**src/rtl/pc_sequencer.sv**
```systemverilog
// Multi-cycle fetch/decode/execute controller: drives PC select/write, fetch handshake, ALU strobe.
// Define PC_SEQ_INSTR_CNT_EN to enable the retired-instruction counter on instr_count.
module pc_sequencer #(
    parameter int INSTR_W = 12,
    parameter int OP_W    = 4,
    parameter int ADDR_W  = 6,
    parameter int CNT_W   = 8
) (
    input  logic               clk,
    input  logic               rst,
    input  logic               start,
    output logic               mem_req,
    input  logic               mem_ack,
    input  logic [INSTR_W-1:0] mem_rdata,
    input  logic               zero_flag,
    output logic               ir_we,
    output logic               pc_sel,
    output logic               pc_we,
    output logic [ADDR_W-1:0]  pc_offset,
    output logic               alu_en,
    output logic               busy,
    output logic               halted,
    output logic               illegal,
    output logic [CNT_W-1:0]   instr_count
);

    localparam logic [OP_W-1:0] OP_NOP  = OP_W'(4'h0);
    localparam logic [OP_W-1:0] OP_ALU  = OP_W'(4'h1);
    localparam logic [OP_W-1:0] OP_BEQZ = OP_W'(4'h2);
    localparam logic [OP_W-1:0] OP_JMP  = OP_W'(4'h3);
    localparam logic [OP_W-1:0] OP_HLT  = OP_W'(4'hF);

    typedef enum logic [2:0] {IDLE, FETCH, DECODE, EXEC, HALT} state_t;

    state_t             state, state_nxt;
    logic [INSTR_W-1:0] ir;
    logic [OP_W-1:0]    opcode;

    assign opcode = ir[INSTR_W-1 -: OP_W];

    // Bits between the opcode and offset fields carry no meaning here.
    logic unused_ir_bits;
    assign unused_ir_bits = ^ir;

    always_ff @(posedge clk) begin
        if (rst) begin
            state <= IDLE;
            ir    <= '0;
        end else begin
            state <= state_nxt;
            if (ir_we)
                ir <= mem_rdata;
        end
    end

    always_comb begin
        state_nxt = state;
        mem_req   = 1'b0;
        ir_we     = 1'b0;
        pc_sel    = 1'b0;
        pc_we     = 1'b0;
        pc_offset = '0;
        alu_en    = 1'b0;
        busy      = 1'b0;
        halted    = 1'b0;
        illegal   = 1'b0;
        case (state)
            IDLE: begin
                if (start)
                    state_nxt = FETCH;
            end
            FETCH: begin
                busy    = 1'b1;
                mem_req = 1'b1;
                // Capture strobe follows the ack within the cycle; reset abandons it.
                if (mem_ack && !rst) begin
                    ir_we     = 1'b1;
                    state_nxt = DECODE;
                end
            end
            DECODE: begin
                busy      = 1'b1;
                state_nxt = EXEC;
            end
            EXEC: begin
                busy      = 1'b1;
                pc_we     = 1'b1;
                pc_offset = ir[ADDR_W-1:0];
                pc_sel    = 1'b1;
                state_nxt = FETCH;
                case (opcode)
                    OP_NOP:  ;
                    OP_ALU:  alu_en = 1'b1;
                    OP_BEQZ: pc_sel = ~zero_flag;
                    OP_JMP:  pc_sel = 1'b0;
                    OP_HLT:  state_nxt = HALT;
                    default: illegal = 1'b1;
                endcase
            end
            HALT: begin
                halted = 1'b1;
                if (start)
                    state_nxt = FETCH;
            end
            default: state_nxt = IDLE;
        endcase
    end

`ifdef PC_SEQ_INSTR_CNT_EN
    logic [CNT_W-1:0] cnt;

    // Every EXEC retires one instruction, HLT and illegal opcodes included.
    always_ff @(posedge clk) begin
        if (rst)
            cnt <= '0;
        else if (state == EXEC)
            cnt <= cnt + CNT_W'(1);
    end

    assign instr_count = cnt;
`else
    assign instr_count = '0;
`endif

endmodule

```
**config.mk**
```make
export PLATFORM = sky130hd
export DESIGN_NAME = pc_sequencer
export DESIGN_NICKNAME = d
export VERILOG_FILES = /design/src/rtl/pc_sequencer.sv
export SDC_FILE = /design/constraint.sdc
export NUM_CORES = 1
export LEC_CHECK = 0
export ABC_AREA = 1
export CAP_MARGIN = 0
export CORE_UTILIZATION = 50
export DETAILED_ROUTE_END_ITERATION = 8
export DONT_BUFFER_PORTS = 1
export GPL_ROUTABILITY_DRIVEN = 1
export PLACE_DENSITY_LB_ADDON = 0.15
export SYNTH_ARGS = -nofsm -noshare
export SYNTH_HDL_FRONTEND = slang
export SYNTH_SLANG_ARGS = --single-unit
```
**constraint.sdc**
```tcl
create_clock -name clk -period 2.8 [get_ports clk]
set_input_delay 0.56 -clock clk [delete_from_list [all_inputs] [get_ports clk]]
set_output_delay 0.56 -clock clk [all_outputs]
set_load 0.02 [all_outputs]
```
Word-level counts from Yosys, hierarchy flattened
Cells that the tools add are included.

storage, ports and cells
  input port bits = 17
  RAM bits = 0
  register bits = 15
  memories kept = 0
  bits in latches = 0
  ROM bits = 0

operators by class
  shift operators = 0
  div/mod/pow operators = 0
  equality and inequality tests = 10
  $lt $le $gt $ge = 0
  multiply operators = 0
  bitwise operators = 1
  add/sub/neg operators = 0
  reductions and logical operators = 8
  multiplexer cells = 17

operator list
  operator                                                                 count
  3-bit one-hot mux with 4 select lines                                    1
  1-bit two-way mux                                                        11
  3-bit two-way mux                                                        3
  4-bit by 2-bit equality test with 1-bit output, second input constant    2
  3-bit by 2-bit equality test with 1-bit output, second input constant    2
  6-bit two-way mux                                                        1
  5-bit OR reduction                                                       1
  4-bit by 1-bit equality test with 1-bit output, second input constant    1
  4-bit equality test, second input constant                               1
  4-bit logical NOT                                                        1
  3-bit by 1-bit equality test with 1-bit output, second input constant    1
  3-bit equality test, second input constant                               1
  3-bit logical NOT                                                        1
  3-bit OR reduction                                                       1
  2-bit by 1-bit inequality test with 1-bit output, second input constant  1
  2-bit inequality test, second input constant                             1
  1-bit one-hot mux with 2 select lines                                    1
  2-bit AND reduction                                                      1
  2-bit OR reduction                                                       1
  1-bit logical AND                                                        1
  1-bit logical NOT                                                        1
  1-bit NOT                                                                1

Longest topological paths before layout
Gate-level depths: netlist (run 1).

  word-level depth = 4
  gate-level depth with buffers = 8
  mapped depth without buffers = 7

Worst setup path before layout (run 1)
OpenSTA, ideal clock, no wires.

  path type = register to output
  start point = register state[0]
  end point = output alu_en
  cell stages (with the launch flop) = 5
  buffers on the path = 0
  slack = 1136 ps
  data arrival time = 1104 ps
  data required time = 2240 ps
  path through = dfxtp_1 > nand2_2 > nor2_4 > inv_4 > nor4b_4

between the ends
  word-level cells in the longest chain between the ends = 2

ends and longest elaborated chain
  element                                         RTL line  text
  start, declared                                 35        state_t state, state_nxt;
  start signal, assigned                          50        state <= state_nxt;
  3-bit by 2-bit equality test with 1-bit output  67        case (state)
  1-bit two-way mux                               67
  end, declared                                   20        output logic alu_en,

Every way passes these cells.

Worst setup path after layout (run 1)
Same ends and word-level chain as after synthesis.

==> out/qor.yml, run 1 <==
outcome: "finished, final reports clean"
setup_ws_ns: 0.772
path_cells: "nand2_2 > nor2_4 > inv_4 > nor4b_4"
cp-start-kind: "flip-flop"
fp.dieW_um: 40.7
grt_pass1_vias: 423
start_util_pct: 55.3
pre_cts_ws_ns: 1.05
clock_path_buffers: 2
clk_root_buffer_cell: "clkbuf_4"
synth_mux_area_share_pct: 0
utilization_pct: 54.2
dieArea_um2: 1650
port_buffers: 0
setup_viol: 0
peakVddDrop_v: 0.000332
grt_pass1_wl_um: 1650
drv_cap: 0
io_pins: 39
initialDrtViolationCount: 13
drive_gt1_share_pct: 12.7
area_growth_pct: -2.01
seq_area_frac_synth_pct: 34.8
gr-total-overflow: 0
core_um2: 1350
globalplace.congestion: 0.660
critPathLaunch: "state[0]"
grt_usage_pct: 15.6
grt_max_degree: 12
synth_cell_types: 22
detail_route.wl_per_cell_um: 9.90
synth_cells: 110
fillers: 147
slew_viol_final: 0
mostFrequentLayoutCells: "nand2_1 (27), inv_1 (16), nor2_1 (13), nand3_1 (13), dfxtp_1 (13)"
fin_nets: 128
num_vias: 599
end_kind: "output pin"
routed_wl_um: 1240
crit_fanout: 7
tns_ns: 0
n_antenna_cell: 0
dr.pass1.iters: 6
period_minus_slack_ns: 2.03
holdCritPathClass: "input pin to flip-flop"
dp_hpwl_um: 963
synthesis.area_um2: 747
postPlaceCellArea_um2: 706
fmax_mhz: 493
mostFrequentLayoutCell: "nand2_1"
syn_area_per_cell_um2: 6.79
arrival_ns: 1.47
hold_start: "rst"
cts_setup_buffers: 0
p_leak_nw: 0.370
detail-route-antenna-nets: 0
cts_resized: 0
multi_input_area_um2: 349
period_share_pct: 72.4
rsz0062_at_grt: "false"
viasPerCell: 4.79
synth_top_family_by_area: "simple AND/OR/NAND/NOR gates"
crit_type: "flip-flop to output pin"
clock_latency_ns: 0.27
synth-seq-cells: 13
yosys.area_share.simple_pct: 40.4
placementRows: 13
ctsHoldBuffers: 0
synth_compound_area_share_pct: 2.35
antenna_found_initial: 0
cts.sinks: 13
worst_path_largest_cell_delay_ns: 0.40
htree_levels: 1
tritoncts: "built"
power_density_nw_per_um2: 545
synth_fa_ha_area_share_pct: 0
seqCellArea_um2: 260
drc: 0
cts-buffers-inserted: 3
whs_ns: 0.344
critPathRequiredTime_ns: 2.24
hold_violations: 0
dieHeight_um: 40.7
cpMaxStageDelayCell: "dfxtp_1"
synth_xor_xnor_area_share_pct: 0
yosysWarnings: 0
final_area_um2: 732
rr_startpoint: "state[2]"
clk_pin_slew_ns: 0.08
finalClockSkew_ns: 0.000353
cells by family after synthesis:
group,Yosys count
compound gates,3
buf+inv,31
flops,13
other cells,1
simple gates,62
cell usage after synthesis, drive strengths merged:
| master | instances | area share [%] |
|---|---|---|
| nand2 | 30 | 17 |
| inv | 20 | 10 |
| nand3 | 14 | 10 |
| nor2 | 14 | 8.0 |
| dfxtp | 13 | 35 |
| buf | 10 | 11 |
| a21oi | 1 | 0.67 |
| clkbuf | 1 | 0.50 |
| conb | 1 | 0.50 |
| nand4 | 1 | 0.84 |
| nor3 | 1 | 0.67 |
| nor4b | 1 | 3.2 |
| o211ai | 1 | 1.0 |
| o21ai | 1 | 0.67 |
| or2 | 1 | 0.84 |
state kept, by name, summed over array words and instances, names as in the netlist:
name / flops
ir: 10
state: 3
path summary, 6_finish.rpt:
path         endpoint  slack [ns]  cells after the start
max            alu_en        0.77                      4
min          state[2]        0.34                      1
max reg2reg    ir[10]        1.55                      7
min reg2reg     ir[3]        0.47                      2
per-layer routing:
metal  share of wire [%]  up-vias  track usage (%)
met5                   0        -                0
li1                    -      317                -
met2                  43       25             22.2
met3                 5.7        2             1.63
met4                 1.1        0             12.5
met1                  50      255             21.1
critical path: cells and delay by family (launching register included):
kind / cells / cell delay, ns
flip-flops: 1 / 0.40
AND/OR/NAND/NOR: 3 / 0.70
buffers and inverters: 1 / 0.09
per-stage QoR:
| stage | std cells | power (mW) |
|---|---|---|
| after floorplan | 117 | 0.290 |
| after global placement | 121 | 0.287 |
| after detailed placement | 121 | 0.289 |
| after CTS | 125 | 0.403 |
| after global routing | 125 | 0.423 |
| final | 125 | 0.399 |
area by class of cell:
class	instances	area share, %
Multi-Input combinational cell	73	47.7
Sequential cell	13	35.6
Inverter	20	10.6
Clock buffer	4	3.59
Tap cell	15	2.56
power breakdown:
part	switching [mW]	total, mW	internal (mW)	leakage, nW
clock	0.0604	0.116	0.0552	0.0150
combinational	0.0564	0.0754	0.0190	0.249
sequential	0.0102	0.208	0.198	0.106
(Power assumes the default switching activity.)
==> run 2: changes to the inputs <==
- clock period: 2.8 -> 2.1 ns (I/O delays scaled with it)
==> out/qor.yml, run 2 (synthesis results as in run 1) <==
rr_startpoint: "state[2]"
n_antenna_cell: 0
initialDrtViolationCount: 5
path_cells: "nand2_2 > nor2_4 > inv_4 > nor4b_4"
crit_fanout: 7
mostFrequentLayoutCells: "nand2_1 (27), inv_1 (16), nor2_1 (13), nand3_1 (13), dfxtp_1 (13)"
gr-total-overflow: 0
slew_viol_final: 0
grt_max_degree: 12
worst_path_largest_cell_delay_ns: 0.41
drive_gt1_share_pct: 12.7
holdCritPathClass: "input pin to flip-flop"
critPathRequiredTime_ns: 1.68
area_growth_pct: -2.01
dieArea_um2: 1650
endpoint: "alu_en"
grt_pass1_vias: 415
dieHeight_um: 40.7
hold_violations: 0
placementRows: 13
routed_wl_um: 1200
r2r_cells: 7
cp-start-kind: "flip-flop"
ctsHoldBuffers: 0
setup_viol: 0
period_minus_slack_ns: 1.89
drc: 0
cts_resized: 0
cts-buffers-inserted: 3
largest_reg_flops: 10
detail_route.wl_per_cell_um: 9.62
largestRegisters: "ir (10), state (3)"
fmax_mhz: 529
fp.dieW_um: 40.7
tritoncts: "built"
mostFrequentLayoutCell: "nand2_1"
grt_pass1_wl_um: 1590
period_share_pct: 90.1
detail-route-antenna-nets: 0
clock_latency_ns: 0.27
finalClockSkew_ns: 0.00383
drv_cap: 0
cts.sinks: 13
dr.pass1.iters: 4
end_kind: "output pin"
utilization_pct: 54.2
htree_levels: 1
core_um2: 1350
globalplace.congestion: 0.677
critPathLaunch: "state[0]"
power_density_nw_per_um2: 723
num_vias: 588
fin_nets: 128
antenna_found_initial: 0
dp_hpwl_um: 969
arrival_ns: 1.47
port_buffers: 0
r2r_end: "ir[10]"
clk_root_buffer_cell: "clkbuf_4"
rsz0062_at_grt: "false"
clock_path_buffers: 2
p_leak_nw: 0.370
top_register: "ir"
outcome: "finished, final reports clean"
cts_setup_buffers: 0
tns_ns: 0
viasPerCell: 4.70
io_pins: 39
start_util_pct: 55.3
crit_type: "flip-flop to output pin"
peakVddDrop_v: 0.000344
cpMaxStageDelayCell: "dfxtp_1"
clk_pin_slew_ns: 0.08
grt_usage_pct: 14.7
reg2reg_setup_slack_ns: 0.85
run 2: cell counts in the layout (fill, tap and decap cells not counted):
No cell type changed its count.
run 2: worst min-delay path by stage:
stage                     start        to  slack (ns)  cells after the start
final                       rst  state[2]        0.21                      1
after global routing        rst  state[2]        0.19                      1
after CTS                   rst  state[2]        0.20                      1
after detailed placement  ir[5]     ir[5]        0.46                      2
after global placement    ir[5]     ir[5]        0.45                      2
after floorplan           ir[0]     ir[0]        0.44                      2
run 2: worst max-delay path, delay by kind of cell (launching register included):
family	cells	cell delay, ns
simple gates	3	0.70
buf+inv	1	0.10
flops	1	0.41
run 2: where the power goes:
group,internal [mW],total (mW),switching [mW]
Sequential,0.263,0.277,0.0139
Combinational,0.0253,0.100,0.0752
Clock,0.0734,0.152,0.0782
run 2: final cells by class:
cell class / instances / area, µm²
fill: 144 / 618
multi-input combinational: 73 / 349
sequential: 13 / 260
inverter: 20 / 77.6
clock buffer: 4 / 26.3
tap: 15 / 18.8
run 2: stage by stage:
stage,cell area [µm²],hold slack [ns],total power [mW],cells,setup WS [ns]
2_1_floorplan,773,0.442,0.386,117,0.576
3_3_place_gp,706,0.453,0.382,121,0.502
3_5_place_dp,706,0.459,0.385,121,0.486
4_1_cts,732,0.200,0.534,125,0.188
5_1_grt,732,0.190,0.560,125,0.129
6_report,732,0.211,0.529,125,0.209
run 2: metal layers:
| metal | global-route usage [%] | up-vias | part of all wire (%) |
|---|---|---|---|
| li1 | - | 316 | - |
| met1 | 20.2 | 247 | 50 |
| met2 | 22.6 | 23 | 45 |
| met3 | 1.63 | 2 | 5.1 |
| met4 | 7.50 | 0 | 0.50 |
| met5 | 0 | - | 0 |
==> run 3: changes to the inputs <==
- PLACE_DENSITY_LB_ADDON: 0.15 -> 0.05
- SLEW_MARGIN: unset -> 20
==> out/qor.yml, run 3 (synthesis results as in run 1) <==
start_util_pct: 55.3
end_kind: "output pin"
n_antenna_cell: 0
fmax_mhz: 525
detail_route.wl_per_cell_um: 10.1
dr.pass1.iters: 4
area_growth_pct: -2.01
cts_setup_buffers: 0
ctsHoldBuffers: 0
holdCritPathClass: "input pin to flip-flop"
grt_usage_pct: 18.2
finalClockSkew_ns: 0.00152
drive_gt1_share_pct: 12.7
routed_wl_um: 1270
core_um2: 1350
slew_viol_final: 0
initialDrtViolationCount: 10
whs_ns: 0.211
period_share_pct: 90.7
io_pins: 39
largestRegisters: "ir (10), state (3)"
clock_path_buffers: 2
largest_reg_flops: 10
dp.cells: 121
drc: 0
crit_fanout: 7
placementRows: 13
tns_ns: 0
gr-total-overflow: 0
dieArea_um2: 1650
cts-buffers-inserted: 3
grt_pass1_vias: 461
fin_nets: 128
drv_cap: 0
p_total_mw: 0.528
cts_resized: 0
cpMaxStageDelayCell: "dfxtp_1"
peakVddDrop_v: 0.000314
fp.dieW_um: 40.7
p_leak_nw: 0.370
port_buffers: 0
tritoncts: "built"
clk_root_buffer_cell: "clkbuf_4"
grt_max_degree: 12
stdcell_count: 125
num_vias: 589
final_area_um2: 732
mostFrequentLayoutCell: "nand2_1"
antenna_found_initial: 0
clk_pin_slew_ns: 0.07
mostFrequentLayoutCells: "nand2_1 (27), inv_1 (16), nor2_1 (13), nand3_1 (13), dfxtp_1 (13)"
viasPerCell: 4.71
arrival_ns: 1.49
postPlaceCellArea_um2: 706
globalplace.congestion: 0.681
clock_latency_ns: 0.27
crit_type: "flip-flop to output pin"
hold_violations: 0
cts.sinks: 13
top_register: "ir"
cp-start-kind: "flip-flop"
period_minus_slack_ns: 1.91
power_density_nw_per_um2: 722
grt_pass1_wl_um: 1860
dieHeight_um: 40.7
setup_viol: 0
rsz0062_at_grt: "false"
worst_path_largest_cell_delay_ns: 0.40
path_cells: "nand2_2 > nor2_4 > inv_4 > nor4b_4"
detail-route-antenna-nets: 0
htree_levels: 1
outcome: "finished, final reports clean"
critPathRequiredTime_ns: 1.68
fillers: 145
dp_hpwl_um: 1020
==> run 3: cell counts in the layout (fill, tap and decap cells not counted) <==
Identical to the previous run, type by type.
==> run 3: power breakdown <==
| part | internal (mW) | switching, mW | total [mW] |
|---|---|---|---|
| registers | 0.263 | 0.0138 | 0.277 |
| logic | 0.0253 | 0.0769 | 0.102 |
| clock network | 0.0734 | 0.0755 | 0.149 |
==> run 3: routing by layer <==
metal	track usage (%)	vias to the layer above	wire (µm)
met3	7.07	2	84
li1	-	312	-
met5	0	-	0
met4	12.5	0	12
met1	22.6	249	622
met2	25.8	26	548
==> run 3: worst max-delay path, delay by kind of cell (launching register included) <==
| family | cells | cell delay (ns) |
|---|---|---|
| buffers and inverters | 1 | 0.10 |
| DFF | 1 | 0.40 |
| and+or+nand+nor | 3 | 0.72 |
==> run 3: metrics by stage <==
stage	worst slack (ns)	utilization, %
3_5_place_dp	0.478	52.3
3_3_place_gp	0.508	52.3
6_report	0.194	54.2
2_1_floorplan	0.576	-
5_1_grt	0.0953	54.2
4_1_cts	0.178	54.2
==> run 3: final timing paths <==
path | slack, ns | cells past startpoint | from | to
hold reg to reg | 0.46 | 2 | ir[1] | ir[1]
setup / recovery | 0.19 | 4 | state[0] | alu_en
hold / removal | 0.21 | 1 | rst | state[2]
setup reg to reg | 0.85 | 7 | state[2] | ir[8]
==> run 3: layout make-up <==
cell class	count	area, µm²	share of cell area (%)
flip-flops and latches	13	260	35.6
well taps	15	18.8	2.56
multi-input cells	73	349	47.7
inverters	20	77.6	10.6
clock buffers	4	26.3	3.59
